## src/rtl/div_unit_if.sv

```systemverilog
// Operand/result bundle between the EX-stage issue logic and the iterative divider.
// master drives the request; slave is the divider and returns result, strobe and busy.
interface div_unit_if #(parameter int WIDTH = 32);
  logic                 start_i;
  logic                 signed_i;
  logic                 annul_i;
  logic [WIDTH-1:0]     dividend_i;
  logic [WIDTH-1:0]     divisor_i;
  logic [2*WIDTH-1:0]   result_o;
  logic                 ready_o;
  logic                 busy_o;

  modport master (
    output start_i, signed_i, annul_i, dividend_i, divisor_i,
    input  result_o, ready_o, busy_o
  );

  modport slave (
    input  start_i, signed_i, annul_i, dividend_i, divisor_i,
    output result_o, ready_o, busy_o
  );
endinterface

```

## src/rtl/div_unit.sv

```systemverilog
// Restoring radix-2 divider giving {remainder, quotient}; WIDTH+1 cycles from accept to ready strobe.
// busy_o stalls the pipeline while iterating; annul_i aborts without a strobe.
module div_unit #(
  parameter int WIDTH = 32
) (
  input  logic     clk,
  input  logic     rst,
  div_unit_if.slave bus
);
  typedef enum logic [1:0] {FREE, BYZERO, ON, END} state_t;
  localparam int CW = $clog2(WIDTH);

  state_t             state;
  logic [CW-1:0]      cnt;
  logic [2*WIDTH:0]   rem_q;
  logic [WIDTH-1:0]   dvs;
  logic               neg_a;
  logic               neg_b;

  logic [2*WIDTH:0]   sh;
  logic [2*WIDTH:0]   rem_nx;
  logic [WIDTH+1:0]   diff;
  logic               take;
  logic [WIDTH-1:0]   a_mag;
  logic [WIDTH-1:0]   b_mag;
  logic [WIDTH-1:0]   q_fin;
  logic [WIDTH-1:0]   r_fin;

  always_comb begin
    a_mag  = (bus.signed_i && bus.dividend_i[WIDTH-1]) ? -bus.dividend_i : bus.dividend_i;
    b_mag  = (bus.signed_i && bus.divisor_i[WIDTH-1])  ? -bus.divisor_i  : bus.divisor_i;
    sh     = rem_q << 1;
    // Extra guard bit so the sign of the trial subtraction is unambiguous.
    diff   = {1'b0, sh[2*WIDTH:WIDTH]} - {2'b00, dvs};
    take   = ~diff[WIDTH+1];
    rem_nx = {take ? diff[WIDTH:0] : sh[2*WIDTH:WIDTH],
              sh[WIDTH-1:0] | {{(WIDTH-1){1'b0}}, take}};
    q_fin  = rem_nx[WIDTH-1:0];
    r_fin  = rem_nx[2*WIDTH-1:WIDTH];
  end

  always_ff @(posedge clk or negedge rst) begin
    if (!rst) begin
      state        <= FREE;
      cnt          <= '0;
      rem_q        <= '0;
      dvs          <= '0;
      neg_a        <= 1'b0;
      neg_b        <= 1'b0;
      bus.result_o <= '0;
      bus.ready_o  <= 1'b0;
      bus.busy_o   <= 1'b0;
    end else begin
      bus.ready_o <= 1'b0;
      case (state)
        FREE: begin
          if (bus.start_i && !bus.annul_i) begin
            neg_a      <= bus.signed_i & bus.dividend_i[WIDTH-1];
            neg_b      <= bus.signed_i & bus.divisor_i[WIDTH-1];
            rem_q      <= {{(WIDTH+1){1'b0}}, a_mag};
            dvs        <= b_mag;
            cnt        <= '0;
            bus.busy_o <= 1'b1;
            state      <= (bus.divisor_i == '0) ? BYZERO : ON;
          end
        end
        BYZERO: begin
          bus.busy_o <= 1'b0;
          if (bus.annul_i) begin
            state <= FREE;
          end else begin
            state        <= END;
            bus.result_o <= '0;
            bus.ready_o  <= 1'b1;
          end
        end
        ON: begin
          if (bus.annul_i) begin
            state      <= FREE;
            bus.busy_o <= 1'b0;
          end else begin
            rem_q <= rem_nx;
            cnt   <= cnt + CW'(1);
            if (cnt == CW'(WIDTH-1)) begin
              state        <= END;
              bus.busy_o   <= 1'b0;
              bus.ready_o  <= 1'b1;
              // Remainder follows the dividend's sign; -MIN/-1 wraps naturally.
              bus.result_o <= {neg_a ? -r_fin : r_fin,
                               (neg_a ^ neg_b) ? -q_fin : q_fin};
            end
          end
        end
        END:     state <= FREE;
        default: state <= FREE;
      endcase
    end
  end
endmodule
```

## src/flat_wrapper.sv

```systemverilog
// flat-port wrapper written by rule: the top's interface ports become plain ports
module div_unit_flat 
#(
  parameter int WIDTH = 32
)
  (clk, rst, bus_start_i, bus_signed_i, bus_annul_i, bus_dividend_i, bus_divisor_i, bus_result_o, bus_ready_o, bus_busy_o);
  div_unit_if #(.WIDTH(WIDTH)) bus_i ();
  input  logic clk;
  input  logic rst;
  input wire logic [$bits(bus_i.start_i)-1:0] bus_start_i;
  input wire logic [$bits(bus_i.signed_i)-1:0] bus_signed_i;
  input wire logic [$bits(bus_i.annul_i)-1:0] bus_annul_i;
  input wire logic [$bits(bus_i.dividend_i)-1:0] bus_dividend_i;
  input wire logic [$bits(bus_i.divisor_i)-1:0] bus_divisor_i;
  output wire logic [$bits(bus_i.result_o)-1:0] bus_result_o;
  output wire logic [$bits(bus_i.ready_o)-1:0] bus_ready_o;
  output wire logic [$bits(bus_i.busy_o)-1:0] bus_busy_o;
  assign bus_i.start_i = bus_start_i;
  assign bus_i.signed_i = bus_signed_i;
  assign bus_i.annul_i = bus_annul_i;
  assign bus_i.dividend_i = bus_dividend_i;
  assign bus_i.divisor_i = bus_divisor_i;
  assign bus_result_o = bus_i.result_o;
  assign bus_ready_o = bus_i.ready_o;
  assign bus_busy_o = bus_i.busy_o;
  div_unit #(.WIDTH(WIDTH)) u_core (.clk(clk), .rst(rst), .bus(bus_i));
endmodule
```

## config.mk

```make
export PLATFORM = sky130hd
export DESIGN_NAME = div_unit_flat
export DESIGN_NICKNAME = d
export VERILOG_FILES = /design/src/rtl/div_unit_if.sv /design/src/rtl/div_unit.sv /design/src/flat_wrapper.sv
export SDC_FILE = /design/constraint.sdc
export NUM_CORES = 1
export LEC_CHECK = 0
export BUFFER_PORTS_ARGS = -buffer_cell sky130_fd_sc_hd__buf_2
export CORE_ASPECT_RATIO = 0.6
export CORE_MARGIN = 8
export CORE_UTILIZATION = 31
export CTS_CLUSTER_SIZE = 25
export DETAILED_ROUTE_END_ITERATION = 10
export GPL_ROUTABILITY_DRIVEN = 1
export PLACE_DENSITY = 0.46
export SLEW_MARGIN = 20
export SYNTH_ARGS = -nofsm -noshare
export SYNTH_HDL_FRONTEND = slang
export SYNTH_SLANG_ARGS = --single-unit
```

## constraint.sdc

```tcl
create_clock -name clk -period 4.75 [get_ports clk]
set_input_delay 0.2375 -clock clk [delete_from_list [all_inputs] [get_ports clk]]
set_output_delay 0.2375 -clock clk [all_outputs]
set_load 0.01 [all_outputs]
```

==> impl_metrics.yaml, run 1 <==
run_status:
  status: "finished clean"
synthesis:
  syn_avg_cell_area_um2: 8.023
  netlist_area_mm2: 0.01208
  synth_cells: 1505
  synth_cell_type_count: 81
  syn_nets: 1617
  yosys_warnings: 0
  yosys-top-cells-area: "dfrtp_1 35%, o21ai_0 7.9%, nand2_1 7.7%, xnor2_1 5.2%, xor2_1 4.9%"
  ys_top_cells_by_count: "248 x nand2_1, 191 x o21ai_0, 171 x dfrtp_1"
  synth_top_family_by_area: "compound AO/OA/AOI/OAI gates"
  synth-edff-count: 0
  yosys.area.top_type: "dfrtp_1"
  synthSimpleGateAreaFrac: 0.1970
  synth.area.mux_share: 0.02155
  async_flop_share: 1.000
  ys_seq_elements: 171
  synth_compound_area_frac: 0.2370
  synth_top_area_frac: 0.3544
  synthFlopType: "dfrtp_1"
  synth.most_common_cell: "nand2_1"
  ys_seq_area_frac: 0.3544
  synth_fa_ha_area_frac: 0.04518
  synthXorXnorAreaFrac: 0.1008
final_layout:
  drive_gt1_frac: 0.1402
  syn_to_final_growth_pct: 15.62
  layout.nets: 1718
  final_area_mm2: 0.01396
power_and_ir_drop:
  leakagePower_uw: 0.006189
  p_sw_uw: 6090
  p_int_uw: 5401
  powerDensity_mw_per_mm2: 823.1
  peakVddDrop_mv: 0.3779
  clkPwrFrac: 0.135
  pwr-share-comb: 0.657
  switching_share: 0.5300
  p_seq_frac: 0.208
clock_network:
  clock_latency_ps: 460
  cts_setup_buffers: 0
  cts_tree: "yes"
  cts.sinks: 171
  clk_pin_slew_ps: 70
  cts.htree.levels: 4
  cts_buffers: 17
  root_buffer: "clkbuf_16"
  cts_buffer_depth: 2
placed_design:
  hpwlAfterDp_um: 34190
  place_congestion: 0.9261
  postPlaceCellArea_mm2: 0.01331
  io_buffer_count: 134
grt:
  grt_pass1_vias: 10450
  antenna_found_initial: 4
  gr-total-overflow: 0
  track_usage: 0.1880
  grt_start_max_net_pins: 108
  grt_pass1_wl_um: 66440
detailed_routing:
  num_vias: 11220
  wl_per_cell_um: 20.48
  drc_errors: 0
  ant_nets: 0
  vias_per_cell: 5.231
  dr.pass1.iters: 5
  drtIter0Drc: 1064
  wirelength_um: 43920
floorplanning:
  die_width_um: 270.8
  initial_utilization: 0.3116
  io_pins: 135
  dieArea_mm2: 0.04573
  core-area_mm2: 0.03875
  dieHeight_um: 168.9
  rows: 56
sta:
  rsz0062_at_grt: "false"
  tns_ps: 0
  fmax_ghz: 0.2251
  drv_slew: 0
  fin_worst_skew_ps: 12.66
  finalSetupViolations: 0
  fin_hold_ws_ps: 63.39
  max_slew_margin: 0.4280
  period_share: 0.9351
  worst_pin_slew_ps: 850.8
  hold_viol_final: 0
  period_needed_ps: 4442
critical_path:
  critPathKind: "flop to flop"
  cp_data_required_time_ps: 5070
  end_kind: "flop"
  reg2reg_depth: 16
  start_kind: "flop"
  r2r_slack_ps: 310
  worstPathArrival_ps: 4760
  crit_fanout: 7
hold_path:
  holdPathStages: 2
  hp-class: "primary input to flop"
run:
  maxCapViolCount: 0
## through the flow
step           total power (uW)    util  worst slack (ps)  cells
2_1_floorplan              7382       -             403.5   1505
3_3_place_gp               9799  0.3434             369.8   2108
3_5_place_dp               9759  0.3434             317.4   2108
4_1_cts                   11350  0.3599             284.5   2141
5_1_grt                   12360  0.3602             4.144   2143
6_report                  11490  0.3603             308.2   2144
## placed cells by master, fill, tap and decap left out, drive strengths merged, types with 42 or more instances in the layout
master    n
a21oi   114
buf     159
dfrtp   171
ha       42
inv      55
nand2   248
nor2    114
o21ai   203
xnor2    72
xor2     67
## kinds of logic after synthesis
| kind of cell | count (synthesis) |
|---|---|
| flops | 171 |
| mux | 25 |
| compound gates | 473 |
| xor+xnor | 139 |
| buf+inv | 133 |
| fa+ha+maj | 43 |
| simple gates | 521 |
## registers in the layout, summed over array words and instances (netlist names)
name,cells
u_core.bus.result_o,64
u_core.rem_q,64
u_core.dvs,32
u_core.cnt,5
u_core.state,2
u_core.bus.busy_o,1
u_core.bus.ready_o,1
u_core.neg_a,1
u_core.neg_b,1
## power by group through the flow
stage	clock (uW)	sequential [uW]	combinational, uW
floorplan	0	2150	5240
global placement	0	2370	7430
detailed placement	0	2390	7370
CTS	1590	2360	7390
global route	1640	2440	8280
finish	1550	2390	7550
## critical path, stage by stage, from the launching register on
cell      delay [ps]
dfrtp_1          440
ha_1             460
nand2_1          130
o21ai_0          580
a21oi_1          120
o221a_2          290
nand3_4          150
nand2_1           70
o21ai_0          160
ha_1             290
o211ai_1         110
mux2_4           310
a211o_1          320
nand3b_1         270
o31ai_1          330
xor2_1           180
o21ai_1           80
## final timing paths
| check | start | end |
|---|---|---|
| setup / recovery | u_core.rem_q[47] | u_core.bus.result_o[60] |
| hold / removal | bus_annul_i | u_core.bus.ready_o |
| setup reg to reg | u_core.rem_q[47] | u_core.bus.result_o[60] |
| hold reg to reg | u_core.bus.result_o[0] | u_core.bus.result_o[0] |
| max in group asynchronous | rst | u_core.rem_q[34] |
| min in group asynchronous | rst | u_core.dvs[27] |
## repair_timing
action / CTS / global route
endpoints found under the hold margin: 64 / 0
setup endpoints to repair: 0 / 1
gates resized for setup: 0 / 2
hold buffers: 1 / 0
## layout make-up
cell class	instances	area, um^2
antenna	3	7.507
clock buffer	22	464.2
fill	4097	24790
clock inverter	10	165.2
timing repair buffer	160	899.6
tap	522	653.1
multi-input combinational	1201	7283
sequential	171	4279
inverter	55	209.0
## metal layers
layer / vias to the layer above / track usage / part of all wire
met3: 36 / 0.05848 / 0.082
met5: - / 0 / 0
met2: 311 / 0.2067 / 0.33
met4: 0 / 0.04782 / 0.015
li1: 5540 / - / -
met1: 5329 / 0.3196 / 0.57
(Power assumes the default switching activity.)
==> run 2: changes to the inputs <==
- CORE_ASPECT_RATIO: 0.6 -> 1.2
==> impl_metrics.yaml, run 2 (same netlist as run 1, synthesis figures left out) <==
power_and_ir_drop:
  powerDensity_mw_per_mm2: 784.8
  peakVddDrop_mv: 0.3070
  leakagePower_uw: 0.006192
grt:
  grt_pass1_wl_um: 63630
  antenna_found_initial: 1
  grt_start_max_net_pins: 109
  track_usage: 0.1787
  grt_pass1_vias: 11300
  gr-total-overflow: 0
sta:
  fmax_ghz: 0.2308
  worst_pin_slew_ps: 893.7
  finalSetupViolations: 0
  period_needed_ps: 4333
  max_slew_margin: 0.4039
  rsz0062_at_grt: "false"
  drv_slew: 0
  fin_hold_ws_ps: 51.99
  fin_worst_skew_ps: 13.39
  timing.final.ws_setup_ps: 416.9
  hold_viol_final: 0
  tns_ps: 0
  period_share: 0.9122
critical_path:
  cp_data_required_time_ps: 5060
  end_kind: "flop"
  worstPathArrival_ps: 4640
  critPathKind: "flop to flop"
  start_kind: "flop"
  crit_fanout: 10
detailed_routing:
  dr.pass1.iters: 6
  wirelength_um: 40370
  wl_per_cell_um: 18.78
  drtIter0Drc: 605
  vias_per_cell: 5.148
  ant_nets: 0
  num_vias: 11060
  drc_errors: 0
run_status:
  status: "finished clean"
placed_design:
  io_buffer_count: 134
  dp_cells: 2115
  pre_cts_ws_ps: 372.8
  place_congestion: 0.9037
  hpwlAfterDp_um: 30960
floorplanning:
  core-area_mm2: 0.03865
  die_width_um: 196.2
  io_pins: 135
  rows: 79
  initial_utilization: 0.3124
  dieArea_mm2: 0.04555
  dieHeight_um: 232.2
run:
  maxCapViolCount: 0
clock_network:
  clk_pin_slew_ps: 70
  clock_latency_ps: 450
  cts_buffer_depth: 2
  cts_setup_buffers: 0
  cts_buffers: 17
  cts_tree: "yes"
  cts.sinks: 171
  cts.htree.levels: 4
  root_buffer: "clkbuf_16"
final_layout:
  syn_to_final_growth_pct: 15.67
  layout.cells.non_filler: 2149
  reg_top3: "u_core.bus.result_o (64), u_core.rem_q (64), u_core.dvs (32)"
  drive_gt1_frac: 0.1455
  layout_commonest_cell: "nand2_1"
  layout.nets: 1721
  final_cell_mix: "248 x nand2_1, 190 x o21ai_0, 171 x dfrtp_1"
hold_path:
  hp-class: "primary input to flop"
==> run 2: cell count changes in the layout (fill, tap and decap cells not counted), moves of 2 or more <==
| cell | previous run | this run |
|---|---|---|
| buf_4 | 23 | 26 |
| ha_1 | 39 | 36 |
| ha_2 | 3 | 6 |
| inv_6 | 0 | 3 |
| inv_8 | 0 | 3 |
| bufinv_16 | 4 | 2 |
| clkbuf_1 | 3 | 1 |
| diode_2 | 3 | 1 |
==> run 2: layout make-up <==
cell class                      instances  area, um^2
Inverter                               55       209.0
Fill cell                            4146       24680
Clock buffer                           19       442.9
Antenna cell                            1       2.502
Sequential cell                       171        4279
Tap cell                              526       658.1
Clock inverter                         13       157.7
Multi-Input combinational cell       1201        7296
Timing Repair Buffer                  163       922.1
==> run 2: worst max-delay path, cell delays in order (launching register included) <==
cell      delay [ps]
dfrtp_1          410
ha_2             440
nand4_1          170
or4_1            580
nor2_1           160
o211ai_2         140
nand3_4          200
nand2_1           70
o21ai_0          140
ha_1             280
o211ai_1         100
mux2_4           310
a211o_1          340
nand3b_1         280
o31ai_1          330
xor2_1           170
o21ai_1           70
==> run 2: power breakdown <==
part           internal (uW)  total [uW]  switching (uW)
combinational           2670        7230            4560
clock                    806        1470             668
sequential              1840        2250             416
==> run 2: what timing repair did <==
action,CTS,global route
gates resized for setup,0,6
hold endpoints to repair,63,0
endpoints found under the setup margin,0,1
hold buffers,1,0
==> run 2: worst paths after layout <==
path / start / to / slack, ps / depth (start not counted)
hold reg to reg: u_core.bus.result_o[55] / u_core.bus.result_o[55] / 480 / 2
hold / removal: bus_annul_i / u_core.bus.ready_o / 50 / 2
min in group asynchronous: rst / u_core.dvs[21] / 340 / 2
max in group asynchronous: rst / u_core.rem_q[8] / 3350 / 3
setup / recovery: u_core.rem_q[57] / u_core.bus.result_o[60] / 420 / 16
setup reg to reg: u_core.rem_q[57] / u_core.bus.result_o[60] / 420 / 16
==> run 2: stage by stage <==
stage	total power, uW	util	instance area (um^2)
after CTS	11090	0.3610	13950
after global placement	9564	0.3452	13340
final	10960	0.3614	13970
after global routing	11940	0.3613	13960
after floorplan	7382	-	12080
after detailed placement	9560	0.3452	13340
==> run 2: per-layer routing <==
metal / global-route usage / wire, um / up-vias
li1: - / - / 5545
met1: 0.2034 / 16780 / 5286
met2: 0.3361 / 21410 / 195
met3: 0.02812 / 1137 / 37
met4: 0.05691 / 1035 / 0
met5: 0 / 0 / -
==> run 3: changes to the inputs <==
- ABC_AREA: unset -> 1
- PLACE_DENSITY: 0.46 -> 0.45
==> impl_metrics.yaml, run 3 <==
run_status:
  status: "finished clean"
sta:
  period_share: 0.8390
  fmax_ghz: 0.2509
  hold_viol_final: 0
  max_slew_margin: 0.4559
  rsz0062_at_grt: "false"
  period_needed_ps: 3985
  tns_ps: 0
  fin_worst_skew_ps: 16.23
  finalSetupViolations: 0
  drv_slew: 0
  worst_pin_slew_ps: 816.1
synthesis:
  synth_top_area_frac: 0.3321
  yosys.area.top_type: "dfrtp_1"
  synth_fa_ha_area_frac: 0.04233
  synth_cells: 1961
  synth-edff-count: 0
  ys_seq_elements: 171
  syn_avg_cell_area_um2: 6.571
  synth_cell_type_count: 52
  netlist_area_mm2: 0.01289
  synth.most_common_cell: "nand2_1"
  ys_seq_area_frac: 0.3321
  synthSimpleGateAreaFrac: 0.3367
  async_flop_share: 1.000
  yosys-top-cells-area: "dfrtp_1 33%, nand2_1 18%, inv_1 7.4%, o21ai_0 7.0%, nor2_1 4.8%"
  synthXorXnorAreaFrac: 0.03738
  synthFlopType: "dfrtp_1"
  syn_nets: 2073
  yosys_warnings: 0
  ys_top_cells_by_count: "613 x nand2_1, 255 x inv_1, 181 x o21ai_0"
  synth_top_family_by_area: "simple AND/OR/NAND/NOR gates"
  synth_compound_area_frac: 0.1496
  synth.area.mux_share: 0
clock_network:
  root_buffer: "clkbuf_16"
  cts_tree: "yes"
  cts.sinks: 171
  cts_buffer_depth: 2
  cts_buffers: 17
  clock_latency_ps: 460
  clk_pin_slew_ps: 70
  cts.htree.levels: 4
  ctsResizeCount: 0
floorplanning:
  die_width_um: 202.1
  io_pins: 135
  initial_utilization: 0.3109
  rows: 82
  core-area_mm2: 0.04145
  dieHeight_um: 239.3
  dieArea_mm2: 0.04838
power_and_ir_drop:
  switching_share: 0.5486
  clkPwrFrac: 0.146
  pwr-share-comb: 0.654
  powerDensity_mw_per_mm2: 739.0
  p_int_uw: 4920
  p_sw_uw: 5981
  p_seq_frac: 0.200
  peakVddDrop_mv: 0.2870
  leakagePower_uw: 0.007764
critical_path:
  critPathSlowestCell: "dfrtp_1"
  rr_startpoint: "u_core.rem_q[39]"
  cp_slowest_stage_delay_ps: 430
  worstPathArrival_ps: 4370
  cp_cell_sequence: "ha_1, nand2_2, inv_2, nand2_1, nand2_2, inv_2, nand3_2, nand2_2, nand2_2, nand2_4, nand2_4, inv_2, ha_1, nand2_1, nor2_1, nand3_1, nor2_1, nand2_1, nor3_1, nand3_1, o21ai_0, o21ai_0, o21ai_0"
  cp_data_required_time_ps: 5130
  crit_fanout: 20
  cpMostUsedCell: "nand2_2"
  r2r_slack_ps: 760
  critical-path-top-delay-family: "simple AND/OR/NAND/NOR gates"
  critPathKind: "flop to flop"
  end_kind: "flop"
  r2r-end: "u_core.bus.result_o[30]"
  start_kind: "flop"
  reg2reg_depth: 23
  worst-path-buf-inv: 3
detailed_routing:
  wirelength_um: 44900
  ant_nets: 0
  dr.pass1.iters: 5
  wl_per_cell_um: 17.05
  num_vias: 12820
  vias_per_cell: 4.867
  drtIter0Drc: 604
  drc_errors: 0
grt:
  track_usage: 0.1872
  grt_pass1_wl_um: 71190
  gr-total-overflow: 0
  antenna_found_initial: 1
  grt_pass1_vias: 13040
  grt_start_max_net_pins: 91
final_layout:
  layout_commonest_cell: "nand2_1"
  drive_gt1_frac: 0.1246
  layout.nets: 2185
  syn_to_final_growth_pct: 14.48
  regArea_mm2: 0.004279
  reg_top3: "u_core.bus.result_o (64), u_core.rem_q (64), u_core.dvs (32)"
  multi_input_area_mm2: 0.007316
  nFillCells: 4656
  final_cell_mix: "613 x nand2_1, 255 x inv_1, 181 x o21ai_0"
  layout.cells.non_filler: 2633
hold_path:
  hp-start: "bus_divisor_i[31]"
  holdPathStages: 3
  hold_end: "u_core.dvs[31]"
  hp-class: "primary input to flop"
placed_design:
  io_buffer_count: 134
  hpwlAfterDp_um: 35020
  dp_cells: 2599
  place_congestion: 0.9264
run:
  maxCapViolCount: 0
## run 3: cell count changes after synthesis, sizes merged, moves of 30 or more
cell / previous run / this run
a21oi: 114 / 79
nand3: 10 / 125
xnor2: 72 / 18
nand2: 248 / 647
xor2: 67 / 37
inv: 55 / 261
nor2: 114 / 177
## run 3: how the worst max path moves through the flow
stage / cells after the start / to / startpoint / slack [ps]
after floorplan: 27 / u_core.bus.result_o[30] / u_core.dvs[8] / 1360
after CTS: 23 / u_core.bus.result_o[30] / u_core.rem_q[39] / 760
after global placement: 24 / u_core.bus.result_o[30] / u_core.rem_q[39] / 860
final: 23 / u_core.bus.result_o[30] / u_core.rem_q[39] / 760
after global routing: 22 / u_core.bus.result_o[30] / u_core.rem_q[47] / 340
after detailed placement: 23 / u_core.bus.result_o[30] / u_core.rem_q[39] / 780
## run 3: logic make-up after synthesis
| logic type | Yosys count |
|---|---|
| fa+ha+maj | 43 |
| flops | 171 |
| xor+xnor | 55 |
| simple gates | 1022 |
| compound gates | 346 |
| buf+inv | 324 |
## run 3: layout make-up
type	instances	share of cell area
Inverter	264	0.06718
Clock inverter	13	0.01357
Sequential cell	171	0.2901
Multi-Input combinational cell	1466	0.4959
Tap cell	546	0.04631
Clock buffer	19	0.03003
Antenna cell	1	0.0001696
Timing Repair Buffer	153	0.05674
## run 3: worst min-delay path, stage by stage
cell and delay (ps):
buf_2 100, nand3_1 70, o21ai_0 60
## run 3: power groups by stage
stage	sequential (uW)	clock, uW	combinational [uW]
5_1_grt	2220	1690	8120
6_report	2180	1590	7130
3_3_place_gp	2200	0	7190
2_1_floorplan	2090	0	5350
4_1_cts	2180	1640	7220
3_5_place_dp	2200	0	7180
## run 3: layer usage
metal	wire length [um]	track usage
met5	0	0
met4	1171	0.06379
met3	1559	0.03098
met2	23680	0.3510
met1	18490	0.2116
## run 3: metrics by stage
step	hold WS, ps	util	instance area (um^2)	setup WS (ps)	total power, uW
2_1_floorplan	-58.09	-	12890	1362	7435
3_3_place_gp	387.9	0.3401	14100	855.3	9387
3_5_place_dp	383.2	0.3401	14100	781.4	9388
4_1_cts	38.11	0.3558	14750	755.0	11040
5_1_grt	85.05	0.3558	14750	341.6	12040
6_report	63.09	0.3559	14750	764.9	10900
## run 3: timing repair
action,4_1_cts,5_1_grt
endpoints found under the hold margin,89,0
hold buffers,1,0
setup buffers,0,0
